File: src/rtl/btn_pkg.sv
// Shared definitions for the multi-channel pushbutton debouncer.
//   hold_state_t : per-channel hold FSM states (IDLE, HELD, REPEAT)
//   clog2 / max2 : constant helpers for sizing counters
//   DEF_*        : default timing for the 100 MHz board, assuming the
//                  clock divider produces a 1 kHz sample strobe.
package btn_pkg;

    typedef enum logic [1:0] {
        IDLE   = 2'd0,
        HELD   = 2'd1,
        REPEAT = 2'd2
    } hold_state_t;

    // Bits needed to hold values 0..value-1; never less than 1.
    function automatic int clog2(input int value);
        int r;
        r = 0;
        for (int v = value - 1; v > 0; v = v >> 1) begin
            r = r + 1;
        end
        return (r < 1) ? 1 : r;
    endfunction

    function automatic int max2(input int a, input int b);
        return (a > b) ? a : b;
    endfunction

    localparam int DEF_SAMPLE_DIV     = 100_000; // 100 MHz / 1 kHz strobe
    localparam int DEF_STABLE_SAMPLES = 4;       // 4 ms of stable contact
    localparam int DEF_REPEAT_DELAY   = 250;     // 250 ms to long-press
    localparam int DEF_REPEAT_RATE    = 50;      // 20 repeats per second

endpackage

File: src/rtl/debounce_chan.sv
// One debouncer channel: 2-FF synchroniser, debounce counter, hold FSM and
// registered press/release/long outputs.
// Ports:
//   clk         : system clock
//   clr         : asynchronous active-high reset, clears every flop
//   sample_en   : one-clk sampling strobe
//   btn_in      : raw asynchronous button input
//   btn_level   : debounced level
//   btn_press   : 1-clk pulse on debounced rise and on every auto-repeat
//   btn_release : 1-clk pulse on debounced fall
//   btn_long    : high while held for at least REPEAT_DELAY samples
module debounce_chan
    import btn_pkg::*;
#(
    parameter int STABLE_SAMPLES = DEF_STABLE_SAMPLES,
    parameter int REPEAT_DELAY   = DEF_REPEAT_DELAY,
    parameter int REPEAT_RATE    = DEF_REPEAT_RATE,
    parameter bit REPEAT_EN      = 1'b0
) (
    input  logic clk,
    input  logic clr,
    input  logic sample_en,
    input  logic btn_in,
    output logic btn_level,
    output logic btn_press,
    output logic btn_release,
    output logic btn_long
);

    localparam int CW = clog2(STABLE_SAMPLES + 1);
    localparam int HW = clog2(max2(REPEAT_DELAY, REPEAT_RATE) + 1);

    localparam logic [CW-1:0] CNT_LAST   = CW'(STABLE_SAMPLES - 1);
    localparam logic [HW-1:0] DELAY_LAST = HW'(REPEAT_DELAY - 1);
    localparam logic [HW-1:0] DELAY_SAT  = HW'(REPEAT_DELAY);
    localparam logic [HW-1:0] RATE_LAST  = HW'(REPEAT_RATE - 1);

    logic [1:0]    sync_reg;
    logic          level_reg;
    logic [CW-1:0] cnt_reg;
    logic [HW-1:0] hcnt_reg;
    hold_state_t   state_reg;
    logic          press_reg;
    logic          release_reg;
    logic          long_reg;

    logic differ;
    logic settle;
    logic rise;
    logic fall;

    // The level flips on the strobe whose increment would reach
    // STABLE_SAMPLES, so the comparison is against STABLE_SAMPLES-1.
    assign differ = sync_reg[1] != level_reg;
    assign settle = sample_en && differ && (cnt_reg == CNT_LAST);
    assign rise   = settle && !level_reg;
    assign fall   = settle && level_reg;

    always_ff @(posedge clk or posedge clr) begin
        if (clr) begin
            sync_reg    <= 2'b00;
            level_reg   <= 1'b0;
            cnt_reg     <= '0;
            hcnt_reg    <= '0;
            state_reg   <= IDLE;
            press_reg   <= 1'b0;
            release_reg <= 1'b0;
            long_reg    <= 1'b0;
        end else begin
            sync_reg    <= {sync_reg[0], btn_in};
            press_reg   <= 1'b0;
            release_reg <= 1'b0;

            if (sample_en) begin
                if (!differ) begin
                    cnt_reg <= '0;
                end else if (settle) begin
                    level_reg <= ~level_reg;
                    cnt_reg   <= '0;
                end else begin
                    cnt_reg <= cnt_reg + 1'b1;
                end
            end

            // Pulses are set on the same edge that updates level_reg, so
            // they line up with the first cycle showing the new level.
            // A fall has priority over any repeat expiry.
            if (fall) begin
                state_reg   <= IDLE;
                hcnt_reg    <= '0;
                long_reg    <= 1'b0;
                release_reg <= 1'b1;
            end else if (rise) begin
                state_reg <= HELD;
                hcnt_reg  <= '0;
                press_reg <= 1'b1;
            end else if (sample_en) begin
                case (state_reg)
                    IDLE: begin
                    end
                    HELD: begin
                        // Once saturated at REPEAT_DELAY the count parks.
                        if (hcnt_reg != DELAY_SAT) begin
                            if (hcnt_reg == DELAY_LAST) begin
                                long_reg <= 1'b1;
                                if (REPEAT_EN) begin
                                    press_reg <= 1'b1;
                                    hcnt_reg  <= '0;
                                    state_reg <= REPEAT;
                                end else begin
                                    hcnt_reg <= DELAY_SAT;
                                end
                            end else begin
                                hcnt_reg <= hcnt_reg + 1'b1;
                            end
                        end
                    end
                    REPEAT: begin
                        if (hcnt_reg == RATE_LAST) begin
                            press_reg <= 1'b1;
                            hcnt_reg  <= '0;
                        end else begin
                            hcnt_reg <= hcnt_reg + 1'b1;
                        end
                    end
                    default: begin
                        state_reg <= IDLE;
                        hcnt_reg  <= '0;
                    end
                endcase
            end
        end
    end

    assign btn_level   = level_reg;
    assign btn_press   = press_reg;
    assign btn_release = release_reg;
    assign btn_long    = long_reg;

endmodule

File: src/rtl/debouncer_multi.sv
// N-channel pushbutton conditioner: debounced levels, press/release pulses,
// long-press flag and optional per-channel auto-repeat. All logic runs in
// the clk domain; state advances only on sample_en strobes.
// Ports:
//   clk         : system clock
//   clr         : asynchronous active-high reset
//   sample_en   : one-clk sampling strobe from the clock divider
//   btn_in      : raw button inputs, one bit per channel
//   btn_level   : debounced levels
//   btn_press   : press / auto-repeat pulses
//   btn_release : release pulses
//   btn_long    : long-press flags
module debouncer_multi
    import btn_pkg::*;
#(
    parameter int               N_BTN          = 3,
    parameter int               STABLE_SAMPLES = DEF_STABLE_SAMPLES,
    parameter int               REPEAT_DELAY   = DEF_REPEAT_DELAY,
    parameter int               REPEAT_RATE    = DEF_REPEAT_RATE,
    parameter logic [N_BTN-1:0] REPEAT_MASK    = '0
) (
    input  logic             clk,
    input  logic             clr,
    input  logic             sample_en,
    input  logic [N_BTN-1:0] btn_in,
    output logic [N_BTN-1:0] btn_level,
    output logic [N_BTN-1:0] btn_press,
    output logic [N_BTN-1:0] btn_release,
    output logic [N_BTN-1:0] btn_long
);

    generate
        if (N_BTN < 1 || STABLE_SAMPLES < 1 || REPEAT_DELAY < 1 || REPEAT_RATE < 1) begin : g_bad_params
            $error("debouncer_multi: N_BTN, STABLE_SAMPLES, REPEAT_DELAY and REPEAT_RATE must all be >= 1");
        end
    endgenerate

    generate
        for (genvar gi = 0; gi < N_BTN; gi++) begin : g_chan
            debounce_chan #(
                .STABLE_SAMPLES (STABLE_SAMPLES),
                .REPEAT_DELAY   (REPEAT_DELAY),
                .REPEAT_RATE    (REPEAT_RATE),
                .REPEAT_EN      (REPEAT_MASK[gi])
            ) u_chan (
                .clk         (clk),
                .clr         (clr),
                .sample_en   (sample_en),
                .btn_in      (btn_in[gi]),
                .btn_level   (btn_level[gi]),
                .btn_press   (btn_press[gi]),
                .btn_release (btn_release[gi]),
                .btn_long    (btn_long[gi])
            );
        end
    endgenerate

endmodule

File: config.mk
export PLATFORM = sky130hd
export DESIGN_NAME = debouncer_multi
export DESIGN_NICKNAME = d
export VERILOG_FILES = /design/src/rtl/btn_pkg.sv /design/src/rtl/debounce_chan.sv /design/src/rtl/debouncer_multi.sv
export SDC_FILE = /design/constraint.sdc
export NUM_CORES = 1
export LEC_CHECK = 0
export CAP_MARGIN = 30
export CORE_MARGIN = 4
export CORE_UTILIZATION = 53
export DETAILED_ROUTE_END_ITERATION = 8
export GPL_TIMING_DRIVEN = 1
export PLACE_DENSITY = 0.86
export SLEW_MARGIN = 40
export SYNTH_ARGS = -nofsm -noshare
export SYNTH_HDL_FRONTEND = slang
export SYNTH_SLANG_ARGS = --single-unit
File: constraint.sdc
create_clock -name clk -period 1.6 [get_ports clk]
set_input_delay 0.32 -clock clk [delete_from_list [all_inputs] [get_ports clk]]
set_output_delay 0.32 -clock clk [all_outputs]
set_load 0.05 [all_outputs]
Yosys cells after proc, flatten, opt, wreduce, memory -nomap -nowiden
Cells that the tools add are included.
- div/mod/pow operators: 0
- multiply operators: 0
- equal/unequal tests: 33
- order comparisons: 0
- bitwise logic cells: 3
- shifts and indexed selects: 0
- mux-type cells: 75
- add/sub/neg operators: 6
- reduce and logical (&&, ||, !) cells: 48
- operators by type and width (operator ; number):
    8-bit 2-to-1 mux ; 18
    8-bit case mux with 3 select lines ; 3
    1-bit 2-to-1 mux ; 36
    8-bit by 1-bit adder with 8-bit output (second input constant) ; 3
    8-bit by 6-bit == test with 1-bit output (second input constant) ; 3
    8-bit == test (second input constant) ; 3
    2-bit 2-to-1 mux ; 12
    8-bit != test (second input constant) ; 3
    2-bit nonzero test ; 12
    3-bit 2-to-1 mux ; 6
    3-bit by 1-bit != test with 1-bit output (second input constant) ; 6
    3-bit AND reduction ; 6
    5-bit AND reduction ; 3
    1-bit logical AND ; 12
    4-bit by 1-bit != test with 1-bit output (second input constant) ; 3
    3-bit by 1-bit adder with 3-bit output (second input constant) ; 3
    3-bit by 2-bit == test with 1-bit output (second input constant) ; 3
    3-bit nonzero test ; 3
    3-bit OR reduction ; 3
    2-bit by 1-bit == test with 1-bit output (second input constant) ; 3
    2-bit == test (second input constant) ; 3
    2-bit zero test ; 3
    2-bit != test (second input constant) ; 3
    2-bit AND reduction ; 3
    other kinds (3) ; 9
- memories kept: 0
- logic and storage cells: 189
- ROM bits: 0
- latch bits: 0
- register bits after elaboration: 57
- output and inout bits: 12
- bits of input ports: 6
- RAM bits: 0

Longest topological paths before layout
Gate-level depths: netlist of the first run.
- depth after elaboration: 7
- depth in mapped cells: 6
- depth with buffers taken out: 6

Cells and area by module
Synthesis of the first run repeated with hierarchy kept, for this count alone.
- cells, all modules: 237
- area total of the unflattened synthesis: 2544.9 um^2
- modules (own cells, without submodules) (module ; area an instance (um^2) ; sequential area each (um^2) ; instances ; cells each):
    debounce_chan ; 848.3 ; 450.4 ; 3 ; 79

Worst setup path after synthesis of the first run
OpenSTA, ideal clock, no wires.
- kind: register to register
- from: register g_chan[0].u_chan.hcnt_reg[0]
- to: register g_chan[0].u_chan.hcnt_reg[7]
- path buffers: 0
- stages on the path, launching flop included: 7
- data required time: 1501 ps
- setup slack: 113 ps
- period minus slack after synthesis: 1487 ps
- data arrival time: 1387 ps
- setup time: 99 ps
- cell sequence: dfrtp_1 -> inv_1 -> ha_1 -> and4b_1 -> a21oi_1 -> a21oi_1 -> a311oi_1
- cells in the longest elaborated chain, start to end: 7
- elaborated cells between the ends (all ways): 13
- classes of those cells: add/sub (1); eq/ne (4); mux (7); reduce/logical (1)
- ends and longest elaborated chain (item ; line ; text):
    start: declaration ; debounce_chan.sv:41 ; logic [HW-1:0] hcnt_reg;
    start signal: assignment ; debounce_chan.sv:114 ; hcnt_reg <= hcnt_reg + 1'b1;
    start signal: assignment ; debounce_chan.sv:123 ; hcnt_reg <= hcnt_reg + 1'b1;
    8-bit by 1-bit adder with 8-bit output / 8-bit == test (equally long branches) ; debounce_chan.sv:114, debounce_chan.sv:123, debounce_chan.sv:104 ;
    8-bit 2-to-1 mux ; debounce_chan.sv:104 ; if (hcnt_reg == DELAY_LAST) begin
    8-bit 2-to-1 mux ; debounce_chan.sv:103 ; if (hcnt_reg != DELAY_SAT) begin
    8-bit case mux with 3 select lines ; debounce_chan.sv:98 ; case (state_reg)
    8-bit 2-to-1 mux ; debounce_chan.sv:97 ; end else if (sample_en) begin
    8-bit 2-to-1 mux ; debounce_chan.sv:93 ; end else if (rise) begin
    8-bit 2-to-1 mux ; debounce_chan.sv:88 ; if (fall) begin
Parallel ways exist; a longest one is shown, timed or not. The select of a mux whose other input is x is not followed.
A chain may end at the register's enable or synchronous reset.

Worst setup path after layout of the first run
- from: register g_chan[0].u_chan.hcnt_reg[1]
- to: register g_chan[0].u_chan.hcnt_reg[6]
Same word-level chain as after synthesis.

==> results of run 1 <==
## stage by stage
stage	utilization	setup TNS, ps	setup slack [ps]
5_1_grt	0.648	0	12.8
4_1_cts	0.642	0	37.9
3_5_place_dp	0.625	-6710	-289
2_1_floorplan	-	0	113
6_report	0.648	0	97.3
3_3_place_gp	0.625	-4800	-237
## cells in the mapped netlist, types with 7 or more instances
master | count | area (um^2)
nand2_1 | 19 | 71.3
nand3_1 | 12 | 60.1
nor2_1 | 25 | 93.8
buf_4 | 14 | 105
dfrtp_1 | 54 | 1350
ha_1 | 12 | 150
a21oi_1 | 15 | 75.1
xnor2_1 | 10 | 87.6
o21ai_0 | 7 | 35.0
inv_1 | 16 | 60.1
nor3_1 | 10 | 50.1
## how the worst max path moves through the flow
stage / to / start
floorplan: g_chan[0].u_chan.hcnt_reg[7]$_DFFE_PP0P_ / g_chan[0].u_chan.hcnt_reg[0]$_DFFE_PP0P_
global placement: g_chan[0].u_chan.hcnt_reg[6]$_DFFE_PP0P_ / sample_en
detailed placement: g_chan[0].u_chan.btn_long$_DFFE_PP0P_ / sample_en
CTS: g_chan[0].u_chan.btn_long$_DFFE_PP0P_ / sample_en
global route: g_chan[0].u_chan.hcnt_reg[7]$_DFFE_PP0P_ / g_chan[0].u_chan.hcnt_reg[0]$_DFFE_PP0P_
finish: g_chan[0].u_chan.hcnt_reg[6]$_DFFE_PP0P_ / g_chan[0].u_chan.hcnt_reg[1]$_DFFE_PP0P_
## power by group
group          switching (uW)  total [uW]  leakage [uW]  internal [uW]
combinational             876        1700      0.000723            821
sequential                323        1990      0.000704           1660
clock                     413         707     0.0000438            295
total                    1610        4390       0.00147           2780
## routing by layer
layer,GRT usage,vias to the layer above
met3,0.0406,5
met2,0.288,34
li1,-,973
met1,0.230,946
met5,0,-
met4,0.0498,0
## repair_timing
item / 4_1_cts / 5_1_grt
buffers inserted: 0 / 1
endpoints found under the setup margin: 0 / 10
endpoints found under the hold margin: 0 / 0
resized for setup: 0 / 6
## cell families (layout without fill, tap and decap cells)
kind of cell             Yosys count  in the layout  synth area share
XOR/XNOR                          16             16            0.0546
flip-flops                        54             54             0.499
AND/OR/NAND/NOR                  101            101             0.195
buffers and inverters             37             67            0.0754
adder cells (fa/ha/maj)           12             12            0.0555
AO/OA/AOI/OAI                     46             46             0.117
multiplexers                       1              1           0.00416
## area by class of cell
class,count,area (um^2)
tap,67,83.8
sequential,54,1350
clock buffer,5,68.8
fill,376,1710
multi-input combinational,176,1170
inverter,17,67.6
timing repair buffer,43,392
clock inverter,2,10.0
==> results.py, run 1 <==
metrics = {
    "placement": {
        "place_area_um2": 3030,
        "hpwl_mm": 3.56,
        "gp_congestion": 0.828,
        "io_buffers": 17,
        "dp.cells": 356,
    },
    "sta": {
        "skew_ps": 6.28,
        "setup_viol": 0,
        "slew_headroom": 0.755,
        "slew_violations": 0,
        "fmax_mhz": 665,
        "worstMarginPinSlew_ps": 358,
        "hold_viol_final": 0,
        "hold-worst-slack_ps": 316,
        "post-route-min-period_ps": 1500,
        "fin_crit_sh": 0.939,
        "rsz0062_at_grt": "false",
    },
    "power_and_ir_drop": {
        "p_leak_uw": 0.00147,
        "power.total_uw": 4390,
        "p_per_area_nw_per_um2": 1400,
        "ir_drop_v": 0.000903,
    },
    "route": {
        "vias_per_cell": 5.38,
        "route.detailed.drc": 0,
        "dr.first_iter.drc_count": 181,
        "wirelength_mm": 4.89,
        "drtAntennaViolNets": 0,
        "drt-met1-wl_mm": 2.18,
        "highest_layer": "met4",
        "wl_met3_um": 163,
        "route.met2.wl_mm": 2.51,
        "vias": 1958,
        "wire_per_inst_um": 13.4,
        "first_pass_iters": 4,
    },
    "logic_synthesis": {
        "ys.flop_type": "dfrtp_1",
        "synth-seq-cells": 54,
        "syn-cell-area_um2": 2710,
        "synth-edff-count": 0,
        "synthArstFlopShare": 1.00,
        "ys_types": 50,
        "syn_avg_cell_area_um2": 10.1,
        "ys_seq_area_frac": 0.499,
        "syn_inst": 267,
        "syn-num-nets": 285,
        "yosysWarnings": 0,
    },
    "floorplan": {
        "ios": 18,
        "rows": 25,
        "initial_core_util": 0.558,
        "die-area_um2": 6310,
        "coreArea_um2": 4850,
        "die_h_um": 79.5,
        "die_w_um": 79.5,
    },
    "finish": {
        "fin_cells": 364,
        "num-nets-final": 315,
        "final_common_cell": "dfrtp_1",
        "final_cell_mix": "dfrtp_1 (54), buf_4 (33), nor2_1 (25)",
        "drive_gt1_frac": 0.189,
        "final_cell_area_um2": 3140,
        "n_antenna_cell": 0,
        "largest_reg_flops": 24,
        "area_delta_synth_final_pct": 16.1,
    },
    "critical_path": {
        "cp_data_arrival_time_ps": 1730,
        "cp-start-kind": "register",
        "path_depth": 5,
        "critPathMaxStageDelay_ps": 420,
        "worstSetupEndpointType": "register",
        "path_delay_family": "simple AND/OR/NAND/NOR gates",
        "rrSetupSlack_ps": 100,
        "r2r-start": "g_chan[0].u_chan.hcnt_reg[1]$_DFFE_PP0P_",
        "crit_required_ps": 1820,
        "path_cells": "buf_4 -> ha_1 -> nand3_1 -> or4_1 -> a21oi_1",
        "crit_slowest_cell": "or4_1",
        "path_class": "reg2reg",
        "cp_num_buf_inv": 1,
        "r2r_cells": 5,
        "cp_max_fo": 4,
        "reg2reg_to": "g_chan[0].u_chan.hcnt_reg[6]$_DFFE_PP0P_",
    },
    "grt": {
        "overflow": 0,
        "antenna_found_initial": 0,
        "grt_pass1_wl_mm": 8.71,
        "grt_max_degree": 44,
        "first_global_vias": 1907,
        "track_usage": 0.175,
    },
    "clock_network": {
        "insertion_delay_ps": 300,
        "clockBufferDepth": 2,
        "path_clk_slew_ps": 90,
        "root_buffer": "clkbuf_8",
        "postCtsHoldBufs": 0,
        "h-tree-depth": 2,
        "cts_tree": "yes",
        "clock_sinks": 54,
        "cts-buffers-inserted": 5,
    },
    "run_status": {
        "status": "completed",
    },
    "worst_hold_path": {
        "hold_path.class": "in2async",
    },
    "flow_run": {
        "drv_cap": 0,
    },
}
No activity file was read; power rests on OpenSTA's default activity.
==> run 2, diff against run 1 <==
Settings changed: SKIP_LAST_GASP set to 1.
==> run 2 against run 1 <==
Compared with the run above:
- combinational power barely moved
- sequential share of layout area rose by 0.086 points
- die area did not move
- fmax rose by 0.25%
- first-iteration DRC count fell by 0.55%
- clock skew barely moved
- flip-flop and latch count did not move
- hold slack barely moved
- worst setup slack improved by 3.8 ps
- cell count did not move
- routed wire length fell by 0.35%
- largest power group unchanged
==> results.py, run 2 (synthesis gave the netlist of run 1 again) <==
metrics = {
    "finish": {
        "area_delta_synth_final_pct": 15.9,
        "fillers": 379,
        "drive_gt1_frac": 0.185,
        "final_common_cell": "dfrtp_1",
        "largest_reg_flops": 24,
        "final_cell_mix": "dfrtp_1 (54), buf_4 (33), nor2_1 (25)",
        "n_antenna_cell": 0,
        "num-nets-final": 315,
    },
    "critical_path": {
        "path_class": "reg2reg",
        "critPathMaxStageDelay_ps": 410,
        "crit_slowest_cell": "or4_1",
        "cp-start-kind": "register",
        "worstSetupEndpointType": "register",
        "cp_max_fo": 4,
        "crit_required_ps": 1820,
        "cp_data_arrival_time_ps": 1720,
        "path_cells": "buf_4 -> ha_1 -> nand3_1 -> or4_1 -> a21oi_1",
    },
    "worst_hold_path": {
        "hold_path.class": "in2async",
    },
    "sta": {
        "fmax_mhz": 667,
        "post-route-min-period_ps": 1500,
        "rsz0062_at_grt": "true",
        "slew_violations": 0,
        "slew_headroom": 0.755,
        "fin_crit_sh": 0.937,
        "setup_viol": 0,
        "hold_viol_final": 0,
        "tns_ps": 0,
        "worstMarginPinSlew_ps": 358,
        "hold-worst-slack_ps": 316,
        "skew_ps": 6.30,
    },
    "grt": {
        "track_usage": 0.175,
        "antenna_found_initial": 0,
        "grt_pass1_wl_mm": 8.71,
        "overflow": 0,
        "grt_max_degree": 44,
        "first_global_vias": 1907,
    },
    "route": {
        "drtAntennaViolNets": 0,
        "vias": 1958,
        "vias_per_cell": 5.38,
        "route.detailed.drc": 0,
        "wire_per_inst_um": 13.4,
        "dr.first_iter.drc_count": 180,
        "wirelength_mm": 4.88,
        "first_pass_iters": 4,
    },
    "power_and_ir_drop": {
        "combPwrFrac": 0.386,
        "p_clk_frac": 0.161,
        "p_leak_uw": 0.00147,
        "switchingPower_uw": 1610,
        "p_per_area_nw_per_um2": 1400,
        "p_sw_frac": 0.367,
        "ir_drop_v": 0.000902,
        "p_seq_frac": 0.453,
        "p_int_uw": 2780,
    },
    "clock_network": {
        "root_buffer": "clkbuf_8",
        "cts_tree": "yes",
        "h-tree-depth": 2,
        "postCtsHoldBufs": 0,
        "clockBufferDepth": 2,
        "cts-buffers-inserted": 5,
        "insertion_delay_ps": 300,
        "clock_sinks": 54,
        "path_clk_slew_ps": 90,
    },
    "floorplan": {
        "die_h_um": 79.5,
        "ios": 18,
        "die-area_um2": 6310,
        "rows": 25,
        "initial_core_util": 0.558,
        "coreArea_um2": 4850,
        "die_w_um": 79.5,
    },
    "run_status": {
        "status": "completed",
    },
    "placement": {
        "gp_congestion": 0.828,
        "hpwl_mm": 3.56,
        "io_buffers": 17,
    },
    "flow_run": {
        "drv_cap": 0,
    },
}
-- run 2: path summary, 6_finish.rpt --
check	from	to	slack, ps	cells after the start
worst max-delay path	g_chan[0].u_chan.hcnt_reg[1]$_DFFE_PP0P_	g_chan[0].u_chan.hcnt_reg[6]$_DFFE_PP0P_	100	5
worst min-delay path	clr	g_chan[2].u_chan.btn_release$_DFF_PP0_	320	2
worst max register to register	g_chan[0].u_chan.hcnt_reg[1]$_DFFE_PP0P_	g_chan[0].u_chan.hcnt_reg[6]$_DFFE_PP0P_	100	5
worst min register to register	g_chan[0].u_chan.sync_reg[0]$_DFF_PP0_	g_chan[0].u_chan.sync_reg[1]$_DFF_PP0_	360	0
max in group asynchronous	clr	g_chan[1].u_chan.hcnt_reg[1]$_DFFE_PP0P_	790	3
min in group clk	g_chan[0].u_chan.sync_reg[0]$_DFF_PP0_	g_chan[0].u_chan.sync_reg[1]$_DFF_PP0_	360	0
-- run 2: stage by stage --
| stage | setup slack, ps | power [uW] | cell area, um^2 | std cells | utilization |
|---|---|---|---|---|---|
| floorplan | 113 | 3080 | 2710 | 267 | - |
| global placement | -237 | 3610 | 3030 | 356 | 0.625 |
| detailed placement | -289 | 3690 | 3030 | 356 | 0.625 |
| CTS | 37.9 | 4410 | 3110 | 363 | 0.642 |
| global route | -20.2 | 4720 | 3140 | 364 | 0.647 |
| finish | 101 | 4390 | 3140 | 364 | 0.647 |
-- run 2: metal layers --
| layer | vias to the layer above | wire, um | track usage |
|---|---|---|---|
| met5 | - | 0 | 0 |
| met4 | 0 | 53 | 0.0498 |
| met3 | 8 | 153 | 0.0406 |
| met2 | 32 | 2470 | 0.288 |
| met1 | 946 | 2200 | 0.230 |
| li1 | 972 | - | - |
-- run 2: critical path: cells and delay by family (launching register included) --
family | cells | cell delay [ps]
AO/OA/AOI/OAI | 1 | 160
buffers and inverters | 1 | 130
flip-flops | 1 | 380
adder cells (fa/ha/maj) | 1 | 210
AND/OR/NAND/NOR | 2 | 540
-- run 2: area by class of cell --
type	instances	area, um^2	area share
clock buffer	5	68.8	0.0219
clock inverter	2	10.0	0.00319
inverter	17	67.6	0.0215
multi-input combinational	176	1160	0.371
sequential	54	1350	0.431
tap	67	83.8	0.0267
timing repair buffer	43	392	0.125
-- run 2: repair_timing --
action,CTS,global route
buffers inserted,0,1
endpoints found under the setup margin,0,10
gates resized for setup,0,5
endpoints found under the hold margin,0,0
-- run 2: power by group through the flow --
| stage | Clock [uW] | Sequential (uW) | Combinational (uW) |
|---|---|---|---|
| 2_1_floorplan | 0 | 1940 | 1140 |
| 3_3_place_gp | 0 | 1990 | 1620 |
| 3_5_place_dp | 0 | 2020 | 1680 |
| 4_1_cts | 740 | 1990 | 1680 |
| 5_1_grt | 796 | 2040 | 1890 |
| 6_report | 708 | 1990 | 1690 |
==> run 3, diff against run 2 <==
Settings changed: CORE_UTILIZATION 53 to 36, PLACE_DENSITY 0.86 to 0.65, RECOVER_POWER set to 50.
==> run 3 against run 2 <==
Compared with the run above:
- sequential share of layout area fell by 0.41 points
- count of clock-buffer cells in the layout grew 2
- total power is 0.45% higher
- utilization decreased by 21 points
- clock power is 8.3% higher
- die area up 42%
- non-clock buffer count fell by 1
- global-route usage shrank 4.7 points
- largest cell class unchanged
==> results.py, run 3 (synthesis gave the netlist of run 1 again) <==
metrics = {
    "grt": {
        "first_global_vias": 1975,
        "grt_pass1_wl_mm": 9.16,
        "grt_max_degree": 29,
        "track_usage": 0.128,
        "antenna_found_initial": 0,
        "overflow": 0,
    },
    "floorplan": {
        "die_h_um": 94.7,
        "die_w_um": 94.7,
        "rows": 31,
        "die-area_um2": 8970,
        "coreArea_um2": 7290,
        "ios": 18,
        "initial_core_util": 0.371,
    },
    "finish": {
        "multi_input_area_um2": 1170,
        "n_antenna_cell": 0,
        "drive_gt1_frac": 0.189,
        "fin_cells": 396,
        "largest_reg_flops": 24,
        "regArea_um2": 1350,
        "final_cell_mix": "dfrtp_1 (54), buf_4 (32), nor2_1 (25)",
        "area_delta_synth_final_pct": 17.0,
        "num-nets-final": 314,
        "final_common_cell": "dfrtp_1",
        "fillers": 756,
    },
    "clock_network": {
        "insertion_delay_ps": 300,
        "clockBufferDepth": 2,
        "post-cts-setup-buffers": 0,
        "cts-buffers-inserted": 5,
        "path_clk_slew_ps": 100,
        "cts_tree": "yes",
        "root_buffer": "clkbuf_8",
        "cts.repair.resized": 0,
        "clock_sinks": 54,
        "postCtsHoldBufs": 0,
        "h-tree-depth": 2,
    },
    "sta": {
        "hold-worst-slack_ps": 354,
        "hold_viol_final": 0,
        "fmax_mhz": 660,
        "slew_headroom": 0.547,
        "slew_violations": 0,
        "setup_ws_ps": 85.2,
        "setup_viol": 0,
        "skew_ps": 12.4,
        "worstMarginPinSlew_ps": 679,
        "post-route-min-period_ps": 1510,
        "rsz0062_at_grt": "true",
        "fin_crit_sh": 0.947,
    },
    "critical_path": {
        "critical_path.endpoint": "g_chan[0].u_chan.hcnt_reg[6]$_DFFE_PP0P_",
        "cp_num_buf_inv": 1,
        "r2r_cells": 5,
        "worstSetupEndpointType": "register",
        "path_depth": 5,
        "path_class": "reg2reg",
        "reg2reg_to": "g_chan[0].u_chan.hcnt_reg[6]$_DFFE_PP0P_",
        "path_cells": "buf_4 -> ha_2 -> nand3_1 -> or4_1 -> a21oi_2",
        "critPathMaxStageDelay_ps": 440,
        "r2r-start": "g_chan[0].u_chan.hcnt_reg[1]$_DFFE_PP0P_",
        "cp_max_fo": 4,
        "path_delay_family": "simple AND/OR/NAND/NOR gates",
        "cp-start-kind": "register",
        "rrSetupSlack_ps": 90,
        "crit_slowest_cell": "or4_1",
        "cp_data_arrival_time_ps": 1750,
        "crit_required_ps": 1840,
        "critPathLaunch": "g_chan[0].u_chan.hcnt_reg[1]$_DFFE_PP0P_",
    },
    "route": {
        "wl_met3_um": 126,
        "dr.first_iter.drc_count": 95,
        "vias": 1948,
        "wire_per_inst_um": 12.3,
        "wirelength_mm": 4.86,
        "first_pass_iters": 4,
        "route.detailed.drc": 0,
        "drtAntennaViolNets": 0,
        "highest_layer": "met4",
        "vias_per_cell": 4.92,
        "route.met2.wl_mm": 2.28,
        "drt-met1-wl_mm": 2.37,
    },
    "placement": {
        "io_buffers": 17,
        "hpwl_mm": 3.61,
        "gp_congestion": 0.882,
        "dp_slack_ps": -312,
        "dp.cells": 388,
    },
    "run_status": {
        "status": "completed",
    },
    "power_and_ir_drop": {
        "ir_drop_v": 0.000632,
        "p_per_area_nw_per_um2": 1390,
        "p_leak_uw": 0.00146,
    },
    "worst_hold_path": {
        "hold_path.class": "reg2reg",
    },
    "flow_run": {
        "drv_cap": 0,
    },
}
[run 3: cell count changes in the layout (fill, tap and decap cells not counted), sizes merged]
cell | before | now
clkbuf | 5 | 9
dlygate4sd3 | 0 | 4
clkdlybuf4s50 | 4 | 0
clkinv | 2 | 1
buf | 38 | 35
[run 3: stage by stage]
step	setup TNS [ps]	area [um^2]	util	power, uW
3_5_place_dp	-6620	3080	0.423	3680
2_1_floorplan	0	2710	-	3080
5_1_grt	-50.5	3170	0.434	4780
6_report	0	3170	0.434	4410
4_1_cts	0	3180	0.435	4470
3_3_place_gp	-5550	3080	0.423	3620
[run 3: worst min-delay path by stage]
| stage | start | to | slack, ps | cells after the start |
|---|---|---|---|---|
| 6_report | g_chan[1].u_chan.sync_reg[0]$_DFF_PP0_ | g_chan[1].u_chan.sync_reg[1]$_DFF_PP0_ | 350 | 0 |
| 5_1_grt | g_chan[1].u_chan.sync_reg[0]$_DFF_PP0_ | g_chan[1].u_chan.sync_reg[1]$_DFF_PP0_ | 370 | 0 |
| 4_1_cts | clr | g_chan[0].u_chan.btn_level$_DFFE_PP0P_ | 280 | 2 |
| 3_5_place_dp | g_chan[1].u_chan.sync_reg[0]$_DFF_PP0_ | g_chan[1].u_chan.sync_reg[1]$_DFF_PP0_ | 340 | 0 |
| 3_3_place_gp | g_chan[0].u_chan.sync_reg[0]$_DFF_PP0_ | g_chan[0].u_chan.sync_reg[1]$_DFF_PP0_ | 330 | 0 |
| 2_1_floorplan | g_chan[0].u_chan.sync_reg[0]$_DFF_PP0_ | g_chan[0].u_chan.sync_reg[1]$_DFF_PP0_ | 330 | 0 |
[run 3: report_power, final]
part	internal (uW)	leakage (uW)	switching, uW
Sequential	1660	0.000704	342
Clock	350	0.0000482	417
Combinational	804	0.000711	831
[run 3: worst reg2reg max path: stages, from the launching register on]
cell and delay [ps]:
dfrtp_1 420, buf_4 140, ha_2 200, nand3_1 100, or4_1 440, a21oi_2 160
[run 3: layout make-up]
type,count,share of cell area
sequential,54,0.427
multi-input combinational,176,0.370
timing repair buffer,42,0.115
tap,99,0.0391
clock buffer,7,0.0273
inverter,17,0.0205
clock inverter,1,0.00158
[run 3: routing by layer]
layer  vias up  track usage
met4         0       0.0433
met2        22        0.204
met1       948        0.174
met5         -            0
met3         7       0.0263
li1        971            -
